[src/rtl/mmu_pkg.sv]
// mmu_pkg: shared MMU types for the TLB slice.
//   pte_t             - Sv39-style page table entry as returned by the PTW
//   pg_level_e        - page size of a translation (kilo / mega / giga)
//   param_tlb_entry_t - one TLB entry (ASID is stored beside it, as its
//                       width is a TLB parameter)
//   vpn_match()       - VPN compare at a given page level
package mmu_pkg;

  localparam int VPN_SIZE      = 27;
  localparam int PPN_SIZE      = 44;
  localparam int PAGE_LVL_BITS = 9;

  typedef enum logic [1:0] {
    KILO_PAGE = 2'd0,
    MEGA_PAGE = 2'd1,
    GIGA_PAGE = 2'd2
  } pg_level_e;

  typedef struct packed {
    logic [9:0]          reserved;
    logic [PPN_SIZE-1:0] ppn;
    logic [1:0]          rsw;
    logic                d;
    logic                a;
    logic                g;
    logic                u;
    logic                x;
    logic                w;
    logic                r;
    logic                v;
  } pte_t;

  // nempty marks an occupied slot; valid=0 marks a slot holding a walk error
  // that must fault once and then be dropped.
  typedef struct packed {
    logic                nempty;
    logic                valid;
    pg_level_e           level;
    logic [VPN_SIZE-1:0] vpn;
    logic [PPN_SIZE-1:0] ppn;
    logic                d;
    logic                g;
    logic                u;
    logic                x;
    logic                w;
    logic                r;
  } param_tlb_entry_t;

  function automatic logic vpn_match(input pg_level_e lvl,
                                     input logic [VPN_SIZE-1:0] a,
                                     input logic [VPN_SIZE-1:0] b);
    case (lvl)
      GIGA_PAGE: return a[26:18] == b[26:18];
      MEGA_PAGE: return a[26:9]  == b[26:9];
      default:   return a == b;
    endcase
  endfunction

endpackage

[src/rtl/param_tlb_plru.sv]
// param_tlb_plru: tree pseudo-LRU replacement for ENTRIES ways.
//   clk_i, rstn_i : clock, async active-low reset (tree cleared)
//   touch_i       : mark touch_idx_i as most recently used
//   touch_idx_i   : way that was used
//   victim_o      : way the tree currently points at
// Tree nodes are stored heap-ordered (children of n at 2n+1, 2n+2); each bit
// points toward the less recently used half.
module param_tlb_plru #(
  parameter int ENTRIES = 16,
  localparam int IDX_W  = $clog2(ENTRIES)
) (
  input  logic             clk_i,
  input  logic             rstn_i,
  input  logic             touch_i,
  input  logic [IDX_W-1:0] touch_idx_i,
  output logic [IDX_W-1:0] victim_o
);

  logic [ENTRIES-2:0] tree_q, tree_d;
  int                 t_node, v_node;

  always_comb begin
    tree_d = tree_q;
    t_node = 0;
    if (touch_i) begin
      for (int l = 0; l < IDX_W; l++) begin
        tree_d[IDX_W'(t_node)] = ~touch_idx_i[IDX_W-1-l];
        t_node = 2 * t_node + 1 + int'(touch_idx_i[IDX_W-1-l]);
      end
    end
  end

  always_comb begin
    victim_o = '0;
    v_node   = 0;
    for (int l = 0; l < IDX_W; l++) begin
      victim_o[IDX_W-1-l] = tree_q[IDX_W'(v_node)];
      v_node = 2 * v_node + 1 + int'(tree_q[IDX_W'(v_node)]);
    end
  end

  always_ff @(posedge clk_i or negedge rstn_i) begin
    if (!rstn_i) tree_q <= '0;
    else         tree_q <= tree_d;
  end

endmodule

[src/rtl/param_tlb.sv]
// param_tlb: fully associative TLB with combinational lookup and a single
// outstanding page-table walk.
//   request : req_valid_i/vpn/asid/store/fetch/passthrough -> ready_o, miss_o,
//             ppn_o, xcpt_ld_o/st_o/if_o (all combinational)
//   status  : vm_enable_i, priv_lvl_i (0 = user), sum_i, mxr_i
//   PTW     : ptw_req_* out with ptw_ready_i; ptw_resp_* in
//   flush   : flush_valid_i/vpn/asid/any_vpn/any_asid -> flush_done_o (next cycle)
//   PMU     : pmu_access_o, pmu_miss_o (registered pulses) - present only when
//             PARAM_TLB_PMU_EN is defined, otherwise tied low.
//
// state                     | meaning
// IDLE                      | accepting lookups, ready_o=1
// SEND_REQUEST              | walk request presented to the PTW
// WAIT_RESPONSE             | walk accepted, response will fill the victim
// INVALIDATED_WAIT_RESPONSE | flushed during the walk, response is dropped
module param_tlb
  import mmu_pkg::*;
#(
  parameter int ENTRIES = 16,
  parameter int ASID_W  = 16
) (
  input  logic              clk_i,
  input  logic              rstn_i,
  input  logic              req_valid_i,
  input  logic [27:0]       req_vpn_i,
  input  logic [ASID_W-1:0] req_asid_i,
  input  logic              req_store_i,
  input  logic              req_fetch_i,
  input  logic              req_passthrough_i,
  input  logic              vm_enable_i,
  input  logic [1:0]        priv_lvl_i,
  input  logic              sum_i,
  input  logic              mxr_i,
  output logic              ready_o,
  output logic              miss_o,
  output logic [43:0]       ppn_o,
  output logic              xcpt_ld_o,
  output logic              xcpt_st_o,
  output logic              xcpt_if_o,
  output logic              ptw_req_valid_o,
  output logic [26:0]       ptw_req_vpn_o,
  output logic [ASID_W-1:0] ptw_req_asid_o,
  output logic              ptw_req_store_o,
  output logic              ptw_req_fetch_o,
  input  logic              ptw_ready_i,
  input  logic              ptw_resp_valid_i,
  input  pte_t              ptw_resp_pte_i,
  input  logic [1:0]        ptw_resp_level_i,
  input  logic              ptw_resp_error_i,
  input  logic              flush_valid_i,
  input  logic [26:0]       flush_vpn_i,
  input  logic [ASID_W-1:0] flush_asid_i,
  input  logic              flush_any_vpn_i,
  input  logic              flush_any_asid_i,
  output logic              flush_done_o,
  output logic              pmu_access_o,
  output logic              pmu_miss_o
);

  localparam int IDX_W = $clog2(ENTRIES);

  typedef enum logic [1:0] {
    IDLE, SEND_REQUEST, WAIT_RESPONSE, INVALIDATED_WAIT_RESPONSE
  } state_e;

  state_e            state_q, state_d;
  param_tlb_entry_t  entry_q [ENTRIES];
  logic [ASID_W-1:0] asid_q  [ENTRIES];

  logic [26:0]       lat_vpn_q;
  logic [ASID_W-1:0] lat_asid_q;
  logic              lat_store_q, lat_fetch_q, lat_en;
  logic [IDX_W-1:0]  lat_victim_q, plru_victim;

  logic [ENTRIES-1:0] hit_vec, flush_hit;
  logic               hit, have_empty, bad_va, idle_req;
  logic [IDX_W-1:0]   hit_idx, empty_idx;
  param_tlb_entry_t   hit_e, fill_e;
  logic               r_ok, w_ok, x_ok, r_bit, store_ok, clean_clr, fill_we;
  logic               flush_done_q, unused_pte;

  assign idle_req = req_valid_i && (state_q == IDLE);
  assign bad_va   = req_vpn_i[27] != req_vpn_i[26];

  always_comb begin
    hit_vec    = '0;
    flush_hit  = '0;
    hit        = 1'b0;
    hit_idx    = '0;
    have_empty = 1'b0;
    empty_idx  = '0;
    for (int i = 0; i < ENTRIES; i++) begin
      hit_vec[i] = entry_q[i].nempty && (asid_q[i] == req_asid_i || entry_q[i].g) &&
                   vpn_match(entry_q[i].level, entry_q[i].vpn, req_vpn_i[26:0]);
      flush_hit[i] = flush_valid_i &&
                     (flush_any_vpn_i || vpn_match(entry_q[i].level, entry_q[i].vpn, flush_vpn_i)) &&
                     (flush_any_asid_i || (asid_q[i] == flush_asid_i && !entry_q[i].g));
    end
    // Descending scan leaves the lowest matching index selected.
    for (int i = ENTRIES - 1; i >= 0; i--) begin
      if (hit_vec[i]) begin
        hit     = 1'b1;
        hit_idx = IDX_W'(i);
      end
      if (!entry_q[i].nempty) begin
        have_empty = 1'b1;
        empty_idx  = IDX_W'(i);
      end
    end
  end

  assign hit_e = entry_q[hit_idx];

  // An error fill (valid=0) fails every permission, so it faults instead of missing.
  always_comb begin
    r_bit = hit_e.r || (mxr_i && hit_e.x);
    if (priv_lvl_i == 2'd0) begin
      r_ok = hit_e.u && r_bit;
      w_ok = hit_e.u && hit_e.w;
      x_ok = hit_e.u && hit_e.x;
    end else begin
      r_ok = (!hit_e.u || sum_i) && r_bit;
      w_ok = (!hit_e.u || sum_i) && hit_e.w;
      x_ok = !hit_e.u && hit_e.x;
    end
    r_ok = r_ok && hit_e.valid;
    w_ok = w_ok && hit_e.valid;
    x_ok = x_ok && hit_e.valid;
  end

  // A clean writable page needs the walker to set D, so the store re-walks.
  assign store_ok  = !req_store_i || hit_e.d || !w_ok;
  assign clean_clr = idle_req && hit && !store_ok;
  assign miss_o    = vm_enable_i && !bad_va && !(hit && store_ok);
  assign xcpt_ld_o = bad_va || (hit && !r_ok);
  assign xcpt_st_o = bad_va || (hit && !w_ok);
  assign xcpt_if_o = bad_va || (hit && !x_ok);

  always_comb begin
    ppn_o = '0;
    if (!vm_enable_i || req_passthrough_i) begin
      ppn_o = {17'd0, req_vpn_i[26:0]};
    end else if (hit) begin
      case (hit_e.level)
        MEGA_PAGE: ppn_o = {hit_e.ppn[43:9], req_vpn_i[8:0]};
        GIGA_PAGE: ppn_o = {hit_e.ppn[43:18], req_vpn_i[17:0]};
        default:   ppn_o = hit_e.ppn;
      endcase
    end
  end

  always_comb begin
    state_d = state_q;
    lat_en  = 1'b0;
    case (state_q)
      IDLE: if (req_valid_i && miss_o) begin
        state_d = SEND_REQUEST;
        lat_en  = 1'b1;
      end
      SEND_REQUEST: begin
        if (ptw_ready_i)        state_d = flush_valid_i ? INVALIDATED_WAIT_RESPONSE : WAIT_RESPONSE;
        else if (flush_valid_i) state_d = IDLE;
      end
      WAIT_RESPONSE: begin
        if (ptw_resp_valid_i)   state_d = IDLE;
        else if (flush_valid_i) state_d = INVALIDATED_WAIT_RESPONSE;
      end
      default: if (ptw_resp_valid_i) state_d = IDLE;
    endcase
  end

  // A flush coinciding with the response drops the fill: the walk may be stale.
  assign fill_we = (state_q == WAIT_RESPONSE) && ptw_resp_valid_i && !flush_valid_i;

  always_comb begin
    fill_e        = '0;
    fill_e.nempty = 1'b1;
    fill_e.valid  = !ptw_resp_error_i;
    fill_e.level  = pg_level_e'(ptw_resp_level_i);
    fill_e.vpn    = lat_vpn_q;
    fill_e.ppn    = ptw_resp_pte_i.ppn;
    fill_e.d      = ptw_resp_pte_i.d;
    fill_e.g      = ptw_resp_pte_i.g;
    fill_e.u      = ptw_resp_pte_i.u;
    fill_e.x      = ptw_resp_pte_i.x;
    fill_e.w      = ptw_resp_pte_i.w;
    fill_e.r      = ptw_resp_pte_i.r;
  end

  assign unused_pte = ^{ptw_resp_pte_i.reserved, ptw_resp_pte_i.rsw,
                        ptw_resp_pte_i.a, ptw_resp_pte_i.v};

  always_ff @(posedge clk_i or negedge rstn_i) begin
    if (!rstn_i) begin
      for (int i = 0; i < ENTRIES; i++) begin
        entry_q[i] <= '0;
        asid_q[i]  <= '0;
      end
    end else begin
      for (int i = 0; i < ENTRIES; i++) begin
        if (flush_hit[i]) begin
          entry_q[i] <= '0;
        end else if (fill_we && lat_victim_q == IDX_W'(i)) begin
          entry_q[i] <= fill_e;
          asid_q[i]  <= lat_asid_q;
        end else if (clean_clr && hit_idx == IDX_W'(i)) begin
          entry_q[i] <= '0;
        end else if (idle_req && !entry_q[i].valid) begin
          entry_q[i] <= '0;
        end
      end
    end
  end

  always_ff @(posedge clk_i or negedge rstn_i) begin
    if (!rstn_i) begin
      state_q      <= IDLE;
      lat_vpn_q    <= '0;
      lat_asid_q   <= '0;
      lat_store_q  <= 1'b0;
      lat_fetch_q  <= 1'b0;
      lat_victim_q <= '0;
      flush_done_q <= 1'b0;
    end else begin
      state_q      <= state_d;
      flush_done_q <= flush_valid_i;
      if (lat_en) begin
        lat_vpn_q    <= req_vpn_i[26:0];
        lat_asid_q   <= req_asid_i;
        lat_store_q  <= req_store_i;
        lat_fetch_q  <= req_fetch_i;
        lat_victim_q <= have_empty ? empty_idx : plru_victim;
      end
    end
  end

  param_tlb_plru #(.ENTRIES(ENTRIES)) u_plru (
    .clk_i       (clk_i),
    .rstn_i      (rstn_i),
    .touch_i     (idle_req && hit),
    .touch_idx_i (hit_idx),
    .victim_o    (plru_victim)
  );

  assign ready_o         = state_q == IDLE;
  assign ptw_req_valid_o = state_q == SEND_REQUEST;
  assign ptw_req_vpn_o   = lat_vpn_q;
  assign ptw_req_asid_o  = lat_asid_q;
  assign ptw_req_store_o = lat_store_q;
  assign ptw_req_fetch_o = lat_fetch_q;
  assign flush_done_o    = flush_done_q;

`ifdef PARAM_TLB_PMU_EN
  logic pmu_access_q, pmu_miss_q;
  always_ff @(posedge clk_i or negedge rstn_i) begin
    if (!rstn_i) begin
      pmu_access_q <= 1'b0;
      pmu_miss_q   <= 1'b0;
    end else begin
      pmu_access_q <= idle_req;
      pmu_miss_q   <= idle_req && miss_o;
    end
  end
  assign pmu_access_o = pmu_access_q;
  assign pmu_miss_o   = pmu_miss_q;
`else
  assign pmu_access_o = 1'b0;
  assign pmu_miss_o   = 1'b0;
`endif

endmodule

[config.mk]
export PLATFORM = sky130hd
export DESIGN_NAME = param_tlb
export DESIGN_NICKNAME = d
export VERILOG_FILES = /design/src/rtl/mmu_pkg.sv /design/src/rtl/param_tlb_plru.sv /design/src/rtl/param_tlb.sv
export SDC_FILE = /design/constraint.sdc
export NUM_CORES = 2
export LEC_CHECK = 0
export CORE_ASPECT_RATIO = 1.2
export CORE_MARGIN = 2
export CORE_UTILIZATION = 55
export CTS_BUF_LIST = sky130_fd_sc_hd__clkbuf_16
export CTS_CLUSTER_SIZE = 25
export DETAILED_ROUTE_END_ITERATION = 16
export GPL_ROUTABILITY_DRIVEN = 0
export PLACE_DENSITY = 0.73
export SYNTH_ARGS = -nofsm -noshare
export SYNTH_HDL_FRONTEND = slang
export SYNTH_HIERARCHICAL = 1
export SYNTH_SLANG_ARGS = --single-unit
export TNS_END_PERCENT = 20
[constraint.sdc]
create_clock -name clk_i -period 13.2 [get_ports clk_i]
set_input_delay 1.98 -clock clk_i [delete_from_list [all_inputs] [get_ports clk_i]]
set_output_delay 1.98 -clock clk_i [all_outputs]
set_load 0.05 [all_outputs]
* Word-level counts from Yosys, hierarchy flattened
Index checks and enable logic that the tools add are counted.
Widths: inputs -> output; s select.
** Storage, ports and cells
- Input port bits :: 170
- Output and inout bits :: 98
- Register bits after elaboration :: 1619
** Operators by class
- Add/sub/neg operators :: 10
- Reductions and logical operators :: 290
- Multiplexer cells :: 198
- $lt $le $gt $ge :: 10
- Equality and inequality tests :: 198
- Bitwise gates (word level) :: 21
** Operator list (number)
- $mux 81 :: 64
- $eq 27x27->1 :: 32
- $eq 18x18->1 :: 32
- $eq 16x16->1 :: 32
- $bmux 81 s4 :: 1
- $eq 9x9->1 :: 32
- $mux 80 :: 2
- $logic_and 1x1->1 :: 153
- $mux 4 :: 33
- $mux 44 :: 2
- $reduce_bool 4->1 :: 17
- $eq 4x4->1 const B :: 16
- $pmux 1 s2 :: 32
- $logic_or 1x1->1 :: 56
- $mux 1 :: 47
- $bwmux 15 :: 3
- $logic_not 1->1 :: 43
- $eq 2x1->1 const B :: 18
- $eq 2x2->1 const B :: 18
- $lt 4x6->1 const B :: 6
- $pmux 18 s2 :: 1
- $eq 4x3->1 const B :: 8
- $reduce_and 2->1 :: 16
- $not 1->1 :: 20
- other kinds (19) :: 43

* Depth between registers and ports, before layout
- Word-level depth :: 37
- Gate-level depth with buffers :: 29
- Gate-level depth less buffers :: 22

* Modules after synthesis
The synthesis kept the hierarchy.
** By module, submodules not included
- param_tlb :: cells an instance 8219, area an instance 85517.0 um^2, times used 1
- param_tlb_plru :: cells an instance 100, area an instance 959.7 um^2, times used 1

* Worst setup path before layout
OpenSTA, ideal clock, no wires.
- Path type :: input-to-output
- From :: input req_asid_i[2]
- To :: output ppn_o[10]
- Setup slack :: 3.591 ns
- Data required time :: 11.220 ns
- Data arrival time :: 7.629 ns
- Stages on the path :: 23
- Buffers on the path :: 7
- Cells stage by stage :: buf_2 buf_2 xor2_1 nor4_1 a41oi_1 or4_1 a21oi_1 nand2_1 o2111a_1 a311oi_1 buf_2 o22a_1 clkbuf_1 buf_2 buf_2 buf_2 nor2_1 a211oi_1 a21oi_1 o221a_2 ha_1 o21ai_1 o21ai_0
** Between the ends
- Word-level cells in the longest chain between the ends :: 28
** Ends and longest elaborated chain
- start, declared :: line param_tlb.sv:26 : input logic [ASID_W-1:0] req_asid_i,
- $eq 16x16->1 :: line param_tlb.sv:93 : hit_vec[i] = entry_q[i].nempty && (asid_q[i] == req_asid_i || entry_q[i].g) &&
- $logic_or 1x1->1 :: line param_tlb.sv:93
- $logic_and 1x1->1 (2 in series) :: line param_tlb.sv:93
- $mux 4 (16 in series) :: line param_tlb.sv:101 : if (hit_vec[i]) begin
- $not 4->5 (not written as such) :: line param_tlb.sv:112 : assign hit_e = entry_q[hit_idx];
- $bmux 81 s4 :: line param_tlb.sv:112
- $mux 80 (not written as such) (2 in series) :: line param_tlb.sv:112
- $eq 2x2->1 / $eq 2x1->1 (equally long branches) :: line param_tlb.sv:144 : case (hit_e.level)
- $pmux 18 s2 :: line param_tlb.sv:144
- $mux 44 (*) :: line param_tlb.sv:143 : end else if (hit) begin
- $mux 44 (*) :: line param_tlb.sv:141 : if (!vm_enable_i || req_passthrough_i) begin
- end, declared :: line param_tlb.sv:36 : output logic [43:0] ppn_o,
Mark *: on every way between the ends. The rest lies on a longest branch, timed or not. The select of a mux whose other input is x is not followed.

* Final worst setup path
- From :: input req_asid_i[15]
- To :: output ppn_o[6]
Same word-level chain as after synthesis.

==> results by group <==
Worst setup path
  – Required time of the critical path: 11.22 ns
  – Worst-path maximum fanout: 50
  – CP Buf/Inv Count: 3
  – CP startpoint kind: input pin
  – Largest delay share family, worst path: compound AO/OA/AOI/OAI gates
  – Slowest CP cell: clkdlybuf4s50_1
  – Crit. End Element: output pin
  – Crit path top cell by count: o21ai_0
  – CP arrival: 10.64 ns
  – Crit Path Class: in2out
  – Crit path cell chain: clkdlybuf4s50_1, xor2_1, nor4_1, a41oi_1, nor4_1, and3_1, a211oi_1, o21ai_0, a21o_1, a21o_4, buf_4, o21ai_0, a21oi_1, o221ai_1, o21ai_0, clkdlybuf4s50_1
  – Largest stage delay, worst path: 1.10 ns

Yosys
  – Cells after Synth: between 8000 and 9000
  – Post-synth top cells: dfrtp_1 (1619), a22o_1 (1028), xor2_1 (904)
  – Yosys cell types: 91
  – EDFF count, synth: 0
  – Ys flop type: dfrtp_1
  – Adder-cell share of the synthesized area: 0.608%
  – Post-synthesis simple-gate area fraction: 11.0%
  – Synthesized area: 86500 sq um
  – Flops & latches, synth: between 1500 and 2000
  – Post-synthesis xor/xnor area fraction: between 10 and 15%
  – Compound-cell area share of the yosys netlist: 17.1%
  – Largest family of logic cells by synthesized area: compound AO/OA/AOI/OAI gates
  – Sequential element share of the synthesized area: 46.8%
  – Top post-synthesis cells by area: dfrtp_1 (47%), a22o_1 (10%), xor2_1 (9.2%)
  – Yosys top cell area share: 46.8%
  – Async SR Flop Fraction: 100%
  – Post-synth top area cell: dfrtp_1
  – Synthesized area per cell: slightly above 10 sq um
  – Syn. warnings: 6
  – Count leader, synth: dfrtp_1
  – Mux share of post-synthesis cell area: 6.26%

Finish
  – FILL cells: ~13000
  – Area grow syn2layout: 11.0%
  – Final #Nets: about 8400
  – Layout cells sized above 1: 10.0%

Placement
  – Post-DP HPWL: roughly 200 mm
  – # port buffers: 251

STA
  – RSZ-0062 raised after global routing: no
  – Final TNS setup: 0 ns
  – Slew @ Worst Pin: 1.39 ns
  – Max-slew headroom: 7.57%
  – Fin. Hold Viols: 0
  – Max Clock Freq: about 0.08 GHz
  – Tcrit/Tclk final: approximately 96%
  – Slew Limit Fails: 0
  – Clock period minus worst slack: between 10 and 15 ns
  – Setup violations, final: 0
  – Skew final: 0.0467 ns
  – WHS: 0.375 ns

Detailed routing
  – WL final: 334 mm
  – Drt via density: 7.05
  – DR pass1 iterations: 9
  – # DRC: 0
  – Wirelength per Cell: 32.1 um
  – Vias: between 70000 and 80000
  – Post-route ant nets: 0
  – Starting DRT DRC Count: 10797

Floorplan
  – Die Footprint: 160000 sq um
  – Core area: 156000 sq um
  – Starting Density: 55.3%
  – Top-level I/O count: approximately 270
  – Die W: 366 um
  – Row cnt: 159
  – Die Ht: ~440 um

Run status
  – Status: complete, no violations

Clock network
  – Post-CTS sizing: 0
  – Clock insertion delay at the later pin of the skew report: between 0.8 and 0.9 ns
  – H-tree lvl count: 4
  – Post-CTS Setup Inserts: 0
  – CTS Root Cell: clkbuf_16
  – CTS Buf Count: 166
  – Clk sinks: around 1600
  – Clk pin slew, worst setup/hold paths: 0.06 ns
  – Cts hold-fix bufs: 0
  – CTS tree: done
  – Maximum clock path buffer count: 3

Global route
  – Antenna violations before repair: 22
  – GRT Overall Usage: 40.7%
  – First-pass GRT wire length: 487 mm
  – Pin count of the biggest net entering global routing: about 190
  – GRT overflow: 0
  – Vias in the first global route: between 70000 and 80000

Job
  – Max-cap viol count: 0

Power
  – Pwr/cell area: 135 nW/um^2
  – Worst ir drop on vdd: 0.111 mV
  – Leak: 43.9 nW

Worst hold path
  – HP Class: reg2reg
## worst register-to-register path, cell delays in order (launching register included)
cell	delay, ns
dfrtp_1	0.43
xor2_1	0.16
nor4_1	1.06
nand3_1	0.17
nor4_1	1.14
o21ai_0	0.49
nand4_1	0.47
nor2_1	0.21
and3_1	0.33
o221a_2	0.16
a311oi_1	0.63
nand3_1	0.30
nand4b_4	0.26
nor2_4	0.15
a41oi_4	0.97
buf_4	1.04
a22o_1	0.34
## worst paths after layout
check	start	to	slack [ns]	cells past startpoint
worst min-delay path	u_plru/tree_q[14]	u_plru/tree_q[14]	0.37	0
worst max register to register	entry_q[1197]	entry_q[442]	4.80	16
worst min register to register	u_plru/tree_q[14]	u_plru/tree_q[14]	0.37	0
min in group asynchronous	rstn_i	ptw_req_vpn_o[15]	1.10	1
worst max-delay path	req_asid_i[15]	ppn_o[6]	0.58	16
max in group asynchronous	rstn_i	asid_q[210]	9.02	4
## registers in the layout (all words and copies together), names as in the netlist
signal / flops
ptw_req_vpn_o: 27
entry_q: 1296
ptw_req_asid_o: 16
ptw_req_fetch_o: 1
u_plru/tree_q: 15
asid_q: 256
lat_victim_q: 4
state_q: 2
ptw_req_store_o: 1
flush_done_o: 1
## cell type report
| class | count | area [sq um] | share of cell area [%] |
|---|---|---|---|
| diodes | 13 | 32.5 | 0.0339 |
| well taps | 2093 | 2620 | 2.73 |
| inverters | 69 | 259 | 0.270 |
| clock inverters | 130 | 973 | 1.01 |
| repair buffers | 504 | 4550 | 4.74 |
| multi-input cells | 5816 | 42800 | 44.6 |
| flip-flops and latches | 1619 | 40500 | 42.2 |
| clock buffers | 168 | 4200 | 4.38 |
## report_power, final
group	internal (W)	leakage (nW)	switching, W
combinational	0.000694	18.8	0.00225
sequential	0.00512	22.5	0.000305
clock	0.00251	2.67	0.00211
## through the flow
stage / total power, W / util [%] / area, sq um / std cells / setup slack [ns]
2_1_floorplan: 0.00688 / - / 86500 / 8320 / 3.59
3_3_place_gp: 0.00827 / 58.0 / 90800 / 10101 / 1.39
3_5_place_dp: 0.00830 / 58.0 / 90800 / 10101 / 1.41
4_1_cts: 0.0128 / 61.4 / 95900 / 10399 / 1.34
5_1_grt: 0.0132 / 61.4 / 95900 / 10402 / 0.778
6_report: 0.0130 / 61.4 / 96000 / 10412 / 0.579
## layer usage
| layer | track usage, % | routed length (um) | share of wire (%) |
|---|---|---|---|
| met5 | 0.0888 | 174 | 0.052 |
| met4 | 27.8 | 27200 | 8.1 |
| met3 | 14.1 | 47500 | 14 |
| met2 | 59.0 | 141000 | 42 |
| met1 | 51.3 | 119000 | 36 |
## kinds of logic after synthesis
family,Yosys count
simple gates,1974
compound gates,1903
flops,1619
xor+xnor,1380
buf+inv,885
mux,515
fa+ha+maj,42
other cells,1
## placed cells by master (no fill, tap or decap), types with 80 or more instances in the layout
| master | n |
|---|---|
| dfrtp_1 | 1619 |
| a22o_1 | 1028 |
| xor2_1 | 904 |
| nand2_1 | 874 |
| xnor2_1 | 476 |
| mux2i_1 | 312 |
| o21ai_0 | 294 |
| clkdlybuf4s50_1 | 247 |
| buf_4 | 242 |
| nor4_1 | 233 |
| nand3_1 | 229 |
| mux2_2 | 200 |
| clkbuf_16 | 168 |
| nand4_1 | 135 |
| a21oi_1 | 129 |
| nor2_1 | 111 |
| inv_1 | 104 |
| nor3_1 | 104 |
| and3_1 | 94 |
| a211oi_1 | 80 |
Note: power is estimated with default switching activity, not from simulation.
